### src/rtl/pipeline_skid_buffer.sv
// Two-entry ready/valid register slice; all outputs come straight from flops.
// Optional synchronous clear port enabled by PIPELINE_SKID_BUFFER_FLUSH_EN.
module pipeline_skid_buffer #(
  parameter int unsigned               WORD_WIDTH  = 8,
  parameter logic [WORD_WIDTH-1:0]     RESET_VALUE = '0
) (
  input  logic                  clock,
  input  logic                  areset,
`ifdef PIPELINE_SKID_BUFFER_FLUSH_EN
  input  logic                  clear,
`endif
  input  logic                  input_valid,
  output logic                  input_ready,
  input  logic [WORD_WIDTH-1:0] input_data,
  output logic                  output_valid,
  input  logic                  output_ready,
  output logic [WORD_WIDTH-1:0] output_data
);

  typedef enum logic [1:0] {
    EMPTY = 2'd0,
    BUSY  = 2'd1,
    FULL  = 2'd2
  } state_t;

  state_t                r_state;
  state_t                w_state_next;
  logic                  r_input_ready;
  logic                  r_output_valid;
  logic [WORD_WIDTH-1:0] r_main;
  logic [WORD_WIDTH-1:0] r_skid;

  logic w_insert;
  logic w_remove;
  logic w_clear;
  logic w_load_main;
  logic w_load_skid;
  logic w_main_from_skid;

  assign w_insert = input_valid & r_input_ready;
  assign w_remove = r_output_valid & output_ready;

`ifdef PIPELINE_SKID_BUFFER_FLUSH_EN
  assign w_clear = clear;
`else
  assign w_clear = 1'b0;
`endif

  always_comb begin
    w_state_next     = r_state;
    w_load_main      = 1'b0;
    w_load_skid      = 1'b0;
    w_main_from_skid = 1'b0;
    unique case (r_state)
      EMPTY: begin
        if (w_insert) begin
          w_state_next = BUSY;
          w_load_main  = 1'b1;
        end
      end
      BUSY: begin
        if (w_insert && !w_remove) begin
          w_state_next = FULL;
          w_load_skid  = 1'b1;
        end else if (!w_insert && w_remove) begin
          w_state_next = EMPTY;
        end else if (w_insert && w_remove) begin
          w_load_main  = 1'b1;
        end
      end
      FULL: begin
        if (w_remove) begin
          w_state_next     = BUSY;
          w_main_from_skid = 1'b1;
        end
      end
      default: begin
        w_state_next = EMPTY;
      end
    endcase
    // clear wins over any handshake on the same edge
    if (w_clear) begin
      w_state_next     = EMPTY;
      w_load_main      = 1'b0;
      w_load_skid      = 1'b0;
      w_main_from_skid = 1'b0;
    end
  end

  always_ff @(posedge clock or posedge areset) begin
    if (areset) begin
      r_state        <= EMPTY;
      r_output_valid <= 1'b0;
      r_input_ready  <= 1'b1;
    end else begin
      r_state        <= w_state_next;
      r_output_valid <= (w_state_next != EMPTY);
      r_input_ready  <= (w_state_next != FULL);
    end
  end

  always_ff @(posedge clock or posedge areset) begin
    if (areset) begin
      r_main <= RESET_VALUE;
      r_skid <= RESET_VALUE;
    end else if (w_clear) begin
      r_main <= RESET_VALUE;
      r_skid <= RESET_VALUE;
    end else begin
      if (w_load_main) begin
        r_main <= input_data;
      end else if (w_main_from_skid) begin
        r_main <= r_skid;
      end
      if (w_load_skid) begin
        r_skid <= input_data;
      end
    end
  end

  assign input_ready  = r_input_ready;
  assign output_valid = r_output_valid;
  assign output_data  = r_main;

endmodule

### config.mk
export PLATFORM = sky130hd
export DESIGN_NAME = pipeline_skid_buffer
export DESIGN_NICKNAME = d
export VERILOG_FILES = /design/src/rtl/pipeline_skid_buffer.sv
export SDC_FILE = /design/constraint.sdc
export NUM_CORES = 1
export LEC_CHECK = 0
export BUFFER_PORTS_ARGS = -buffer_cell sky130_fd_sc_hd__buf_2
export CORE_UTILIZATION = 40
export DETAILED_ROUTE_END_ITERATION = 8
export GPL_ROUTABILITY_DRIVEN = 0
export PLACE_DENSITY = 0.66
export SYNTH_ARGS = -nofsm -noshare
export SYNTH_HDL_FRONTEND = slang
export SYNTH_SLANG_ARGS = --single-unit
### constraint.sdc
create_clock -name clock -period 1.9 [get_ports clock]
set_input_delay 0.095 -clock clock [delete_from_list [all_inputs] [get_ports clock]]
set_output_delay 0.095 -clock clock [all_outputs]
set_load 0.005 [all_outputs]
==> summary.md <==
| Metric | Value |
|---|---|
| Hold Crit Depth | 2 |
| Worst-case vdd ir drop | 0.684 mV |
| Worst-case setup slack after placement | 0.456 ns |
| Critical Path Sink Type | flip-flop |
| Type of element launching the critical path | flip-flop |
| Max clock buf depth | 2 |
| Resized cells post-CTS | 0 |
| CTS H-Tree Depth | 1 |
| Max Fanout on Critical Path | 10 |
| Status | finished clean |
| Cell area after layout | 1110 µm² |
| CP Data Required Time | 2.10 ns |
| Transition time at the pin with the least slew margin | 0.733 ns |
| Count of maximum capacitance violations | 0 |
| Number of CTS-inserted buffers | 3 |
| Final WS setup | 0.459 ns |
| Antenna diodes | 0 |
| RSZ-0062 raised after global routing | no |
| Placed inst area | 1070 µm² |
| Slew Viols, Final | 0 |
| Post-synthesis instance area | 926 µm² |
| Number of nets with antenna violations after detailed routing | 0 |
| Cell variety after synth | 17 |
| Post-Route Skew | 0.00111 ns |
| Sequential element share of the synthesized area | 0.542 |
| Total Die Area | 2510 µm² |
| Depth of the worst register-to-register path | 3 |
| Vert. Die Dim | 50.1 µm |
| Power density cells | 1600 nW/µm² |
| Final setup fails | 0 |
| Routed wire length | 1460 µm |
| Kind of critical path | flip-flop to flip-flop |
| Highest clock frequency the design can meet | 694 MHz |
| Initial standard-cell utilization of the core | 0.423 |
| Global-route wire length before repair | 2730 µm |
| Std cell rows | 17 |
| Boundary Pins | 22 |
| Clock-pin transition on the worst setup and hold timing paths | 0.11 ns |
| Number of nets in the layout | 100 |
| Pre-antenna DRT Iters | 4 |
| Number of DRC violations after detailed routing | 0 |
| Minimum clock period | 1.44 ns |
| Final HPWL DP | 1030 µm |
| Number of antenna violations at the first check in global routing | 0 |
| Standby leakage power | 0.546 nW |
| Gr ovfl total | 0 |
| TritonCTS clock tree | done |
| Worst min-delay path category | input port to flip-flop |
| Avg Synthesized Cell Area | 15.2 µm² |
| Max-Slew Margin vs Limit | 0.511 |
| Register bit count reported by yosys | 20 |
| Clock insertion delay at the later pin of the skew report | 0.30 ns |
| Number of DRC violations after detailed-routing iteration 0 | 3 |
| Port-buffer cells | 21 |
| Pin count of the biggest net entering global routing | 21 |
| Tightest hold margin | 0.0304 ns |
| Count of final hold-check violations | 0 |
| Number of warnings issued by yosys | 0 |
| Die width | 50.1 µm |
| Net count after synthesis | 73 |
| Register-to-register path setup slack | 0.46 ns |
| Total core area | 2190 µm² |
| Number of instances in the synthesized netlist | 61 |
| Buffer type at the clock tree root | clkbuf_4 |
| Arrival time at the worst endpoint | 1.64 ns |
| Average routed wire per standard cell | 12.7 µm |
| Share of post-route cells with drive strength above 1 | 0.655 |
| Area growth from synthesis to layout | 20.1% |
| Count of vias placed by the detailed router | 562 |
| Tcrit/Tclk final | 0.758 |
| Setup TNS | 0 ns |
| Via count normalized by instance count | 4.89 |
| Number of global-route vias before repair | 622 |
| Number of clock sinks | 20 |
| GRT Overall Usage | 0.148 |
what timing repair did:
item,4_1_cts,5_1_grt
setup buffers,0,0
hold endpoints to repair,19,0
hold buffers,1,0
per-stage QoR:
step                power, W  utilization  instances
floorplan            0.00134            -         61
global placement     0.00153        0.487        110
detailed placement   0.00155        0.487        110
CTS                  0.00180        0.508        115
global route         0.00191        0.508        115
finish               0.00178        0.508        115
area by class of cell:
class	instances	area (µm²)
multi-input cells	40	420
flip-flops and latches	20	502
repair buffers	22	115
clock buffers	4	36.3
well taps	28	35.0
fillers	205	1080
inverters	1	3.75
logic make-up after synthesis:
family          Yosys count  share of synthesized area
simple gates             12                     0.0946
buf+inv                   1                    0.00405
mux                      25                      0.336
flops                    20                      0.542
compound gates            3                     0.0230
routing by layer:
layer,global-route usage,share of wire,vias up
li1,-,-,267
met1,0.183,0.49,275
met2,0.236,0.45,16
met3,0.0309,0.041,4
met4,0.0857,0.020,0
met5,0,0,-
Yosys cell counts (all sizes together):
cell type / count / area (µm²)
and3b: 1 / 10.0
a21bo: 1 / 10.0
nor2: 1 / 3.75
o22ai: 1 / 6.26
or2: 1 / 6.26
nand2: 5 / 21.3
nor2b: 1 / 6.26
dfrtp: 19 / 475
and2: 1 / 6.26
inv: 1 / 3.75
nand3: 1 / 10.0
a21oi: 1 / 5.00
nand4b: 1 / 23.8
dfstp: 1 / 26.3
mux2: 25 / 312
worst max-delay path: stages, from the launching register on:
cell and delay [ns]:
dfstp_2 0.56, and3b_2 0.22, nand3_2 0.22, mux2_2 0.34
state kept, by name, summed over array words and instances (netlist names):
register      count
output_valid      1
input_ready       1
r_state           2
output_data       8
r_skid            8
final timing paths:
check	startpoint	end
hold reg to reg	r_skid[7]$_DFFE_PP0P_	r_skid[7]$_DFFE_PP0P_
setup / recovery	input_ready$_DFF_PP1_	r_skid[1]$_DFFE_PP0P_
setup reg to reg	input_ready$_DFF_PP1_	r_skid[1]$_DFFE_PP0P_
max in group asynchronous	areset	output_valid$_DFF_PP0_
min in group asynchronous	areset	output_data[3]$_DFFE_PP0P_
hold / removal	input_data[7]	output_data[7]$_DFFE_PP0P_
power by group:
| group | leakage (nW) | internal (W) | switching [W] | total, W |
|---|---|---|---|---|
| clock | 0.0210 | 0.000117 | 0.000131 | 0.000248 |
| sequential | 0.236 | 0.000649 | 0.000128 | 0.000777 |
| combinational | 0.289 | 0.000494 | 0.000259 | 0.000754 |
placed cells by master, fill, tap and decap left out:
cell type and count:
or2_2 1, clkbuf_8 1, a21oi_1 1, dfrtp_1 19
mux2_4 8, clkbuf_4 3, buf_2 21, mux2_2 17
nor2_1 1, and3b_2 1, nand4b_4 1, a21bo_2 1
inv_1 1, and2_1 1, nand3_2 1, nand2_2 1
nor2b_1 1, dlygate4sd3_1 1, o22ai_1 1, nand2_1 4
dfstp_2 1
Note: power is estimated with default switching activity, not from simulation.
